==> config.mk <==
export PLATFORM = sky130hd
export DESIGN_NAME = ksa_sub_pipe_flat
export DESIGN_NICKNAME = d
export VERILOG_FILES = /design/src/rtl/ksa_sub_pipe_if.sv /design/src/rtl/ksa_sub_pipe.sv /design/src/flat_wrapper.sv
export SDC_FILE = /design/constraint.sdc
export NUM_CORES = 1
export LEC_CHECK = 0
export ABC_AREA = 1
export CORE_MARGIN = 2
export CORE_UTILIZATION = 44
export CTS_CLUSTER_SIZE = 24
export DETAILED_ROUTE_END_ITERATION = 8
export PLACE_DENSITY = 0.73
export REMOVE_ABC_BUFFERS = 1
export SLEW_MARGIN = 20
export SYNTH_ARGS = -nofsm -noshare
export SYNTH_HDL_FRONTEND = slang
export SYNTH_SLANG_ARGS = --single-unit
==> constraint.sdc <==
create_clock -name clk -period 1.77 [get_ports clk]
set_input_delay 0.2655 -clock clk [delete_from_list [all_inputs] [get_ports clk]]
set_output_delay 0.2655 -clock clk [all_outputs]
set_load 0.03 [all_outputs]
==> src/rtl/ksa_sub_pipe_if.sv <==
// Operand/result handshake bundle for the pipelined Kogge-Stone subtractor.
// Latency: none; wires only.
// Backpressure: in_ready/out_ready carry the elastic valid-ready handshake.
interface ksa_sub_pipe_if #(
    parameter int WIDTH = 32
);
    logic             in_valid;
    logic             in_ready;
    logic [WIDTH-1:0] a;
    logic [WIDTH-1:0] b;
    logic             out_valid;
    logic             out_ready;
    logic [WIDTH-1:0] diff;
    logic             borrow;
    logic             zero;
    logic             lt_s;
    logic             ovf;

    // Producer/consumer side: drives operands and accepts results.
    modport master (
        output in_valid, a, b, out_ready,
        input  in_ready, out_valid, diff, borrow, zero, lt_s, ovf
    );

    // Subtractor side.
    modport slave (
        input  in_valid, a, b, out_ready,
        output in_ready, out_valid, diff, borrow, zero, lt_s, ovf
    );
endinterface

==> src/rtl/ksa_sub_pipe.sv <==
// Pipelined Kogge-Stone subtractor/comparator: diff = a + ~b + 1 with borrow, zero, lt_s, ovf.
// Latency: 3 register stages (result valid after the third edge counting the accepting one).
// Backpressure: elastic valid/ready, each stage loads when empty or draining; in_ready is combinational from out_ready.
module ksa_sub_pipe #(
    parameter int WIDTH = 32
) (
    input  logic           clk,
    input  logic           reset,
    ksa_sub_pipe_if.slave  bus
);
    localparam int L   = $clog2(WIDTH);
    localparam int LA  = (L + 1) / 2;   // prefix levels done in stage 2, rest in stage 3
    localparam int MSB = WIDTH - 1;

    typedef struct packed {
        logic [WIDTH-1:0] g;
        logic [WIDTH-1:0] p;
        logic             am;
        logic             bm;
    } s1_t;

    typedef struct packed {
        logic [WIDTH-1:0] g;
        logic [WIDTH-1:0] p;
        logic [WIDTH-1:0] p0;
        logic             am;
        logic             bm;
    } s2_t;

    typedef struct packed {
        logic [WIDTH-1:0] diff;
        logic             borrow;
        logic             zero;
        logic             lt_s;
        logic             ovf;
    } res_t;

    // One Kogge-Stone combine level of span s. Vacated low positions behave
    // as an identity element (g = 0, p = 1) so lower bits pass unchanged.
    function automatic logic [2*WIDTH-1:0] prefix_level(
        input logic [WIDTH-1:0] g,
        input logic [WIDTH-1:0] p,
        input int               s
    );
        logic [WIDTH-1:0] fill;
        logic [WIDTH-1:0] g_n;
        logic [WIDTH-1:0] p_n;
        fill = ~({WIDTH{1'b1}} << s);
        g_n  = g | (p & (g << s));
        p_n  = p & ((p << s) | fill);
        return {g_n, p_n};
    endfunction

    logic v1;
    logic v2;
    logic v3;
    logic adv3;
    logic load1;
    logic load2;
    logic load3;
    logic take;

    s1_t  s1_q;
    s1_t  s1_d;
    s2_t  s2_q;
    s2_t  s2_d;
    res_t res_q;
    res_t res_d;

    // Handshake: a stage may load when it is empty or its content moves on this cycle.
    always_comb begin
        adv3  = v3 & bus.out_ready;
        load3 = !v3 | adv3;
        load2 = !v2 | load3;
        load1 = !v1 | load2;
        take  = bus.in_valid & load1;
    end

    assign bus.in_ready = load1;

    // Stage 1 input: per-bit generate/propagate against the inverted subtrahend.
    always_comb begin
        s1_d    = '0;
        s1_d.g  = bus.a & ~bus.b;
        s1_d.p  = bus.a ^ ~bus.b;
        s1_d.am = bus.a[MSB];
        s1_d.bm = bus.b[MSB];
    end

    // Stage 1 register: captures a new pair only on a real transfer.
    always_ff @(posedge clk or negedge reset) begin
        if (!reset) begin
            v1   <= 1'b0;
            s1_q <= '0;
        end else if (load1) begin
            v1 <= take;
            if (take) begin
                s1_q <= s1_d;
            end
        end
    end

    // Stage 2 input: first half of the prefix levels (spans 1 .. 2^(LA-1)).
    always_comb begin
        logic [WIDTH-1:0] g_t;
        logic [WIDTH-1:0] p_t;
        g_t = s1_q.g;
        p_t = s1_q.p;
        for (int k = 0; k < LA; k++) begin
            {g_t, p_t} = prefix_level(g_t, p_t, 1 << k);
        end
        s2_d    = '0;
        s2_d.g  = g_t;
        s2_d.p  = p_t;
        s2_d.p0 = s1_q.p;
        s2_d.am = s1_q.am;
        s2_d.bm = s1_q.bm;
    end

    // Stage 2 register: moves stage 1 content forward when allowed.
    always_ff @(posedge clk or negedge reset) begin
        if (!reset) begin
            v2   <= 1'b0;
            s2_q <= '0;
        end else if (load2) begin
            v2 <= v1;
            if (v1) begin
                s2_q <= s2_d;
            end
        end
    end

    // Stage 3 input: remaining prefix levels, carry injection (cin = 1), sum and flags.
    always_comb begin
        logic [WIDTH-1:0] g_t;
        logic [WIDTH-1:0] p_t;
        logic [WIDTH-1:0] c_in;
        logic             carry_out;
        logic             ovf_t;
        g_t = s2_q.g;
        p_t = s2_q.p;
        for (int k = LA; k < L; k++) begin
            {g_t, p_t} = prefix_level(g_t, p_t, 1 << k);
        end
        c_in         = {g_t[MSB-1:0] | p_t[MSB-1:0], 1'b1};
        carry_out    = g_t[MSB] | p_t[MSB];
        res_d        = '0;
        res_d.diff   = s2_q.p0 ^ c_in;
        res_d.borrow = ~carry_out;
        res_d.zero   = ~|res_d.diff;
        ovf_t        = (s2_q.am ^ s2_q.bm) & (s2_q.am ^ res_d.diff[MSB]);
        res_d.ovf    = ovf_t;
        res_d.lt_s   = res_d.diff[MSB] ^ ovf_t;
    end

    // Stage 3 register: the output register; holds steady while stalled.
    always_ff @(posedge clk or negedge reset) begin
        if (!reset) begin
            v3    <= 1'b0;
            res_q <= '0;
        end else if (load3) begin
            v3 <= v2;
            if (v2) begin
                res_q <= res_d;
            end
        end
    end

    assign bus.out_valid = v3;
    assign bus.diff      = res_q.diff;
    assign bus.borrow    = res_q.borrow;
    assign bus.zero      = res_q.zero;
    assign bus.lt_s      = res_q.lt_s;
    assign bus.ovf       = res_q.ovf;
endmodule

==> src/flat_wrapper.sv <==
// flat-port wrapper written by rule: the top's interface ports become plain ports
module ksa_sub_pipe_flat 
#(
    parameter int WIDTH = 32
)
  (clk, reset, bus_in_valid, bus_a, bus_b, bus_out_ready, bus_in_ready, bus_out_valid, bus_diff, bus_borrow, bus_zero, bus_lt_s, bus_ovf);
  ksa_sub_pipe_if #(.WIDTH(WIDTH)) bus_i ();
  input  logic clk;
  input  logic reset;
  input wire logic [$bits(bus_i.in_valid)-1:0] bus_in_valid;
  input wire logic [$bits(bus_i.a)-1:0] bus_a;
  input wire logic [$bits(bus_i.b)-1:0] bus_b;
  input wire logic [$bits(bus_i.out_ready)-1:0] bus_out_ready;
  output wire logic [$bits(bus_i.in_ready)-1:0] bus_in_ready;
  output wire logic [$bits(bus_i.out_valid)-1:0] bus_out_valid;
  output wire logic [$bits(bus_i.diff)-1:0] bus_diff;
  output wire logic [$bits(bus_i.borrow)-1:0] bus_borrow;
  output wire logic [$bits(bus_i.zero)-1:0] bus_zero;
  output wire logic [$bits(bus_i.lt_s)-1:0] bus_lt_s;
  output wire logic [$bits(bus_i.ovf)-1:0] bus_ovf;
  assign bus_i.in_valid = bus_in_valid;
  assign bus_i.a = bus_a;
  assign bus_i.b = bus_b;
  assign bus_i.out_ready = bus_out_ready;
  assign bus_in_ready = bus_i.in_ready;
  assign bus_out_valid = bus_i.out_valid;
  assign bus_diff = bus_i.diff;
  assign bus_borrow = bus_i.borrow;
  assign bus_zero = bus_i.zero;
  assign bus_lt_s = bus_i.lt_s;
  assign bus_ovf = bus_i.ovf;
  ksa_sub_pipe #(.WIDTH(WIDTH)) u_core (.clk(clk), .reset(reset), .bus(bus_i));
endmodule
# --- After elaboration in Yosys (flattened, before gate mapping) ---
# Index checks and enable logic that the tools add are counted.
op_classes:
  bitwise_logic: 31
  reduce_logical: 8
op_table:
  columns: ["op", "count"]
  rows:
  - ["$and 32x32->32", 11]
  - ["$or 32x32->32", 5]
  - ["$xor 32x32->32", 2]
  - ["$not 32->32", 1]
  - ["$reduce_or 32->1", 1]
  - ["$or 31x31->31", 1]
  - ["$reduce_and 2->1", 3]
  - ["$logic_not 1->1", 4]
  - ["$or 1x1->1", 4]
  - ["$and 1x1->1", 3]
  - ["$xor 1x1->1", 3]
  - ["$not 1->1", 1]
totals:
  reg_bits: 203
  out_inout_bits: 38
  word_cells: 56

# --- Depth between registers and ports, before layout ---
# Gate-level depths: netlist of the first run.
depth:
  ltp_word: 9
  depth_mapped: 12
  ltp_nobuf: 12

# --- Worst setup path before layout of the first run ---
# Ideal clock, no wire load.
synth_timing:
  kind: "flip-flop to flip-flop"
  startpoint: "reg u_core.v3 (netlist: u_core.bus.out_valid)"
  endpoint: "reg u_core.s1_q[2] (netlist bit)"
  setup_time_ns: 0.125
  arrival_ns: 1.878
  path_slack_ns: -0.233
  stages_incl_launch_ff: 5
  path_buffers: 1
  cell_sequence: "dfrtp_1 nand4_1 nand2_2 buf_4 mux2_2"
synth_via:
  elab_chain_len: 6
  word_cells_on_any_way: 7
  classes_between: "bitwise (5); reduce/logical (2)"
synth_lines:
  columns: ["element", "line", "rtl"]
  rows:
  - ["start: declaration", "ksa_sub_pipe.sv:56", "logic v3;"]
  - ["start signal: assignment", "ksa_sub_pipe.sv:162", "v3 <= v2;"]
  - ["$and 1x1->1 / $logic_not 1->1 (equally long branches)", "ksa_sub_pipe.sv:72, ksa_sub_pipe.sv:73", null]
  - ["$or 1x1->1 *", "ksa_sub_pipe.sv:73", "load3 = !v3 | adv3;"]
  - ["$or 1x1->1 *", "ksa_sub_pipe.sv:74", "load2 = !v2 | load3;"]
  - ["$or 1x1->1 *", "ksa_sub_pipe.sv:75", "load1 = !v1 | load2;"]
  - ["net bus_in_ready", "flat_wrapper.sv:14", "output wire logic [$bits(bus_i.in_ready)-1:0] bus_in_ready;"]
  - ["$and 1x1->1", "ksa_sub_pipe.sv:76", "take = bus.in_valid & load1;"]
  - ["$reduce_and 2->1 (no line) *", null, null]
  - ["end signal: assignment", "ksa_sub_pipe.sv:94", "s1_q <= '0;"]
  - ["end signal: assignment", "ksa_sub_pipe.sv:98", "s1_q <= s1_d;"]
  - ["end: declaration", "ksa_sub_pipe.sv:63", "s1_t s1_q;"]
# Mark *: on every way through the listed nets, which the timed path passes. The rest lies on a longest branch.
# A chain may end at the register's enable or synchronous reset.

# --- Worst setup path after layout of the first run ---
layout_timing:
  startpoint: "reg u_core.v3 (netlist: u_core.bus.out_valid)"
  endpoint: "out bus_in_ready"
layout_via:
  elab_chain_len: 4
  word_cells_on_any_way: 5
  classes_between: "bitwise (4); reduce/logical (1)"
layout_lines:
  columns: ["element", "line"]
  rows:
  - ["$and 1x1->1 / $logic_not 1->1 (equally long branches)", "ksa_sub_pipe.sv:72, ksa_sub_pipe.sv:73"]
  - ["$or 1x1->1 *", "ksa_sub_pipe.sv:73"]
  - ["$or 1x1->1 *", "ksa_sub_pipe.sv:74"]
  - ["$or 1x1->1 *", "ksa_sub_pipe.sv:75"]
  - ["end: declaration", "flat_wrapper.sv:14"]
# Mark *: on every way between the ends. The rest lies on a longest branch, timed or not.

==> summary.md, run 1 <==
| Metric | Value |
|---|---|
| Post-DP HPWL | `18.5 mm` |
| EDFF count, synth | `0` |
| XOR/XNOR Fraction of Synth Area | `less than 1%` |
| Crit. End Element | `output port` |
| TritonCTS Sinks | `roughly 200` |
| Largest net degree at the start of global routing | `59` |
| Final hold vios | `0` |
| VDD IR max | `roughly 0.52 mV` |
| Simple-gate share of the synthesized area | `between 10% and 20%` |
| GPL Wtd Cong | `0.958` |
| Synth area leader | `dfrtp_1` |
| Top Ports | `approximately 110` |
| Crit-path max cell delay | `0.42 ns` |
| Cts bufs inserted | `21` |
| Final Cell Area | `around 12000 um^2` |
| Area after DPL | `approximately 11000 um^2` |
| F_max | `just over 600 MHz` |
| Synth top area cells | `dfrtp_1, nand2_1, o21ai_0` |
| Least-Margin Pin Slew | `roughly 0.56 ns` |
| Adder-cell share of the synthesized area | `between 4 and 5%` |
| Vias in the first global route | `~7.8k` |
| CP required | `roughly 1.5 ns` |
| Initial Util | `~45%` |
| Core Rows | `54` |
| Worst R2R Path Depth | `9` |
| Crit path depth | `3` |
| CP dominant cell by count | `buf_4` |
| Pins Over Slew Limit | `0` |
| Layout cells sized above 1 | `roughly 9.0%` |
| FFs w/ async S/R, synth | `100%` |
| Post-synthesis instance total | `between 1k and 1.5k` |
| Starting DRT DRC Count | `between 600 and 700` |
| Remaining DRCs | `0` |
| Run status | `completed` |
| CTS tree | `done` |
| Synth Register Bits | `202` |
| Via count | `8272` |
| Max stage delay cell, worst path | `dfrtp_2` |
| Die area | `about 23000 um^2` |
| MaxCap Viol Count | `0` |
| Mapped cell area | `9700 um^2` |
| Initial antenna violation count | `0` |
| WL/cell | `between 15 and 20 um` |
| Main flop type after synthesis | `dfrtp_1` |
| Synth Area in Compound Gates | `between 10 and 15%` |
| Global-route wire length before repair | `just under 40 mm` |
| Ant. Diodes | `0` |
| LEAKAGE | `~5.9 nW` |
| Crit path cell chain | `nand4_1 -> buf_4 -> buf_4` |
| Total core area | `~22000 um^2` |
| Largest fanout on the critical path | `5` |
| Nets | `approximately 1.4k` |
| Bufs and invs on worst path | `2` |
| Final Cycle Share | `between 90% and 100%` |
| Startpoint types | `register` |
| Synth cell types | `30` |
| Detailed Routing Iterations Pass 1 | `5` |
| Max Buffers Root-to-Sink | `3` |
| WS Path Type | `reg -> out` |
| Hold slack | `around 0.28 ns` |
| Rel. slew slack | `approximately 62%` |
| H-tree lvl count | `1` |
| Gr usage total | `between 20% and 30%` |
| CP delay by family, top | `flip-flops` |
| Min cycle time layout | `~1.6 ns` |
| Final ANT Viol Nets | `0` |
| Largest family of logic cells by synthesized area | `simple AND/OR/NAND/NOR gates` |
| Port-buffer cells | `around 110` |
| Fill cells | `between 2k and 2.5k` |
| Multi-input gate area | `between 4000 and 5000 um^2` |
| Register clock-pin slew on the reported worst setup and hold paths | `approximately 0.06 ns` |
| Data arrival, critical path | `about 1.4 ns` |
| Synth top area share | `a little over half` |
| Die Y | `about 150 um` |
| Routed vias/inst | `between 5 and 6` |
| Ys Warns | `0` |
| Clock root cell | `clkbuf_16` |
| Clk Latency, worst-skew pair | `approximately 0.51 ns` |
| Reg area | `~5100 um^2` |
| Clock skew | `0.0121 ns` |
| Mux cell area share after synthesis | `approximately 3.9%` |
| Die width | `~150 um` |
| Hold Path Class | `in -> async` |
| # setup viols final | `0` |
| RSZ-0062 raised after global routing | `no` |
| Post-Route WL | `approximately 24 mm` |
| Sequential area share after synthesis | `between 50 and 60%` |
| Power per Cell Area | `approximately 1500 nW/um^2` |
| P&R area growth vs syn | `23.5%` |
| GR Overflow Total | `0` |
| Syn_area_per_cell | `around 8.5 um^2` |
[cells in the mapped netlist (11+ instances only)]
library cell,number
dfrtp_1,202
mux2_2,34
buf_4,13
ha_1,32
nand2_1,303
nor2_1,93
nand3_1,41
clkbuf_1,13
inv_1,109
a21oi_1,96
nand4_1,15
a31oi_1,11
o21ai_0,135
[final cells by class]
| cell class | count | area share (%) |
|---|---|---|
| sequential | 202 | 42.2 |
| multi-input combinational | 788 | 33.6 |
| timing repair buffer | 143 | 11.8 |
| clock buffer | 29 | 5.14 |
| inverter | 111 | 3.48 |
| tap | 280 | 2.92 |
| clock inverter | 9 | 0.825 |
[flip-flops by register name, indices dropped and copies added (netlist names)]
signal                flops
u_core.bus.zero           1
u_core.s1_q              66
u_core.bus.ovf            1
u_core.s2_q              97
u_core.v1                 1
u_core.bus.lt_s           1
u_core.v2                 1
u_core.bus.out_valid      1
u_core.bus.borrow         1
u_core.bus.diff          32
[routing by layer]
| metal | vias to the layer above | wire length, um | global-route usage, % | share of wire, % |
|---|---|---|---|---|
| li1 | 3998 | - | - | - |
| met1 | 3968 | 11200 | 30.3 | 46 |
| met2 | 269 | 11000 | 32.7 | 45 |
| met3 | 37 | 1630 | 3.64 | 6.7 |
| met4 | 0 | 532 | 5.07 | 2.2 |
| met5 | - | 0 | 0 | 0 |
[stage by stage]
stage / std cells / utilization [%] / setup TNS [ns] / setup WS (ns) / power (mW)
floorplan: 1101 / - / -239.52 / -2.26 / 10.9
global placement: 1522 / 51.9 / -2.28 / -0.0667 / 13.6
detailed placement: 1522 / 51.9 / -3.51 / -0.100 / 13.8
CTS: 1561 / 55.0 / 0 / 0.0429 / 18.1
global route: 1562 / 55.1 / 0 / 0.0201 / 19.2
finish: 1562 / 55.1 / 0 / 0.120 / 18.1
[cell families (layout without fill, tap and decap cells)]
kind of cell,Yosys count,count (layout)
AOI/OAI and AO/OA,254,254
xor gates and xnor gates,3,3
adders and majority gates,32,32
buffers and inverters,147,292
DFF,202,202
muxes,34,34
and+or+nand+nor,465,465
[worst paths after layout]
kind / startpoint / end / slack (ns)
max: u_core.bus.out_valid / bus_in_ready / 0.12
min: reset / u_core.s1_q[41] / 0.28
max reg2reg: u_core.s2_q[55] / u_core.bus.zero / 0.21
min reg2reg: u_core.bus.diff[30] / u_core.bus.diff[30] / 0.48
max in group asynchronous: reset / u_core.bus.out_valid / 0.86
min in group clk: bus_b[31] / u_core.s1_q[0] / 0.37
[repair_timing]
item | CTS | global route
resized for setup | 38 | 0
buffers inserted | 0 | 1
pin swaps | 0 | 1
endpoints found under the hold margin | 45 | 0
setup endpoints to repair | 38 | 1
hold buffers | 1 | 0
[cell usage in the layout, fill, tap and decap left out, types with 3 or more instances in the layout]
master           Yosys  final
nand2_1            303    302
o21bai_1             3      3
mux2_2              34     34
inv_1              109    109
dlygate4sd2_1        0     37
ha_1                32     32
nor3_1               3      3
nand3_1             41     41
a31oi_1             11     11
nand4_1             15     15
dfrtp_1            202    201
buf_4               13     28
nor2_1              93     93
clkinv_2             0      6
clkdlybuf4s50_1      0     66
clkbuf_8             0      7
a21oi_1             96     96
o21ai_0            135    135
nand3b_1             8      8
buf_12               0     10
clkbuf_16            0     21
[power by group]
group / switching [mW] / internal [mW]
logic: 3.97 / 2.27
registers: 1.26 / 6.03
clock network: 1.83 / 2.72
total: 7.06 / 11.0
Note: power is estimated with default switching activity, not from simulation.
==> run 2: changes to the inputs <==
GPL_TIMING_DRIVEN = 0   (was unset)
clock period = 1.6 ns   (was 1.77 ns; I/O delays follow)
==> summary.md, run 2 (same netlist as run 1, synthesis figures left out) <==
| Metric | Value |
|---|---|
| Run status | `finished with violations` |
| Violations in the final reports | `setup timing` |
| Final Cycle Share | `102%` |
| Max stage delay cell, worst path | `dfrtp_2` |
| Area after DPL | `11000 um^2 (-2.2%)` |
| Starting DRT DRC Count | `671 (+6.3%)` |
| Post-Route WL | `25.5 mm (+5.0%)` |
| H-tree lvl count | `1 (unchanged)` |
| Power per Cell Area | `1700 nW/um^2 (+12%)` |
| Clk Latency, worst-skew pair | `0.52 ns (about the same)` |
| Final ANT Viol Nets | `0 (unchanged)` |
| Placed instance count | `1491 (-2.0%)` |
| GR Overflow Total | `0 (unchanged)` |
| Die Y | `152 um (unchanged)` |
| Clock root cell | `clkbuf_16` |
| # setup viols final | `1 (+1)` |
| Remaining DRCs | `0 (unchanged)` |
| Top Ports | `106 (unchanged)` |
| Crit path cell chain | `nand2_1 -> nand3b_1 -> nand2_2 -> nand2_1 -> nand2_1 -> nand2_1 -> nor2_1 -> nand2_1 -> nor2_1 -> nand3_1 -> nand2_1` |
| WL/cell | `16.4 um (+5.4%)` |
| RSZ-0062 raised after global routing | `yes` |
| Worst R2R Path Depth | `11 (+2)` |
| RR Startpoint | `u_core.s2_q[2]` |
| CP dominant cell by count | `nand2_1` |
| RR Endpoint | `u_core.bus.zero` |
| WS Path Type | `reg -> reg` |
| GPL Wtd Cong | `0.889 (-7.2%)` |
| Core Rows | `54 (unchanged)` |
| Crit-path max cell delay | `0.45 ns (+0.03 ns)` |
| CTS tree | `done` |
| CP required | `2.05 ns (+0.55 ns)` |
| Via count | `8271 (-0.012%)` |
| Bufs and invs on worst path | `0 (-2)` |
| Global-route wire length before repair | `40.9 mm (+2.9%)` |
| Finished Layout Cells | `1556 (-0.38%)` |
| Most frequent cells in the layout | `nand2_1, dfrtp_1, o21ai_0, inv_1, a21oi_1` |
| Max reg flops | `97 (unchanged)` |
| Gr usage total | `21.4% (+0.62 points)` |
| Clock skew | `0.0173 ns (+0.00519 ns)` |
| Max Buffers Root-to-Sink | `3 (unchanged)` |
| Final setup margin | `-0.0320 ns (-0.152 ns)` |
| Commonest non-fill, non-tap cell in the layout | `nand2_1` |
| Routed vias/inst | `5.32 (+0.37%)` |
| Register clock-pin slew on the reported worst setup and hold paths | `0.06 ns (about the same)` |
| Nets | `1360 (-0.51%)` |
| Hold Path Class | `in -> async` |
| Rel. slew slack | `46.0% (-16 points)` |
| Post-DP HPWL | `17.2 mm (-7.0%)` |
| Startpoint types | `register` |
| Final Cell Area | `12100 um^2 (+1.2%)` |
| Layout cells sized above 1 | `9.25% (+0.28 points)` |
| Port-buffer cells | `105 (unchanged)` |
| Data arrival, critical path | `2.09 ns (+0.71 ns)` |
| Die width | `152 um (unchanged)` |
| F_max | `613 MHz` |
| Reg2Reg Setup Slack | `-0.03 ns (-0.24 ns)` |
| Min cycle time layout | `1.63 ns` |
| Vias in the first global route | `7963 (+2.2%)` |
| Final setup TNS | `-0.0320 ns (-0.0320 ns)` |
| Cts bufs inserted | `22 (+4.8%)` |
| Detailed Routing Iterations Pass 1 | `6 (+1)` |
| Total core area | `21800 um^2 (unchanged)` |
| TritonCTS Sinks | `202 (unchanged)` |
| DP Worst Slack | `-0.904 ns (-0.804 ns)` |
| Least-Margin Pin Slew | `0.811 ns (+0.251 ns)` |
| VDD IR max | `0.671 mV (+28%)` |
| Initial antenna violation count | `0 (unchanged)` |
| CP delay by family, top | `simple AND/OR/NAND/NOR gates` |
| Largest fanout on the critical path | `6 (+1)` |
| Fill cells | `1994 (-0.40%)` |
| Crit. End Element | `register` |
| P&R area growth vs syn | `25.0%` |
| MaxCap Viol Count | `0 (unchanged)` |
| Initial Util | `44.6% (unchanged)` |
| LEAKAGE | `5.96 nW (+0.71%)` |
| Post-layout util | `55.7% (+0.67 points)` |
| Largest net degree at the start of global routing | `86 (+46%)` |
| Die area | `23200 um^2 (unchanged)` |
| Pins Over Slew Limit | `0 (unchanged)` |
| Reg with most FFs | `u_core.s2_q` |
| Ant. Diodes | `0 (unchanged)` |
| Final hold vios | `0 (unchanged)` |
## run 2: cell count changes in the layout (fill, tap and decap cells not counted), sizes merged, moves of 2 or more
| cell | previous run | this run |
|---|---|---|
| dlygate4sd2 | 37 | 35 |
| buf | 38 | 26 |
| bufbuf | 0 | 2 |
| bufinv | 2 | 4 |
## run 2: worst reg2reg max path: stages, from the launching register on
cell      delay [ns]
dfrtp_2         0.45
nand2_1         0.08
nand3b_1        0.22
nand2_2         0.14
nand2_1         0.06
nand2_1         0.08
nand2_1         0.05
nor2_1          0.11
nand2_1         0.10
nor2_1          0.12
nand3_1         0.10
nand2_1         0.07
## run 2: layout make-up
cell class	count	area, um^2	area share, %
multi-input combinational	790	4080	33.7
clock inverter	11	166	1.37
clock buffer	29	617	5.09
inverter	111	424	3.50
tap	280	350	2.89
timing repair buffer	133	1430	11.8
sequential	202	5060	41.7
## run 2: through the flow
stage	hold WS [ns]	power (mW)
floorplan	-0.0556	12.1
global placement	0.447	14.1
detailed placement	0.203	15.0
CTS	0.276	20.4
global route	0.314	21.8
finish	0.247	20.6
## run 2: routing by layer
metal	global-route usage, %	routed length [um]
met5	0	0
met4	5.56	484
met3	2.33	1460
met2	34.5	11900
met1	31.3	11700
## run 2: timing repair
action	CTS	global route
cloned	4	2
gates resized for setup	53	14
hold endpoints to repair	59	0
buffers inserted	8	10
pin swaps	4	6
hold buffers	1	0
setup endpoints to repair	125	39
## run 2: power by group
group / switching (mW) / internal, mW
logic: 4.51 / 2.55
clock network: 2.06 / 3.36
registers: 1.41 / 6.68
## run 2: how the worst max path moves through the flow
stage                                       to  slack [ns]  cells past startpoint                 start
after floorplan                u_core.s2_q[73]       -2.43                      5  u_core.bus.out_valid
after detailed placement       u_core.bus.zero       -0.90                     11         bus_out_ready
after global routing           u_core.bus.zero       -0.09                     11        u_core.s2_q[2]
after global placement    u_core.bus.out_valid       -8.19                      1                 reset
after CTS                      u_core.bus.zero       -0.08                     11  u_core.bus.out_valid
final                          u_core.bus.zero       -0.03                     11        u_core.s2_q[2]
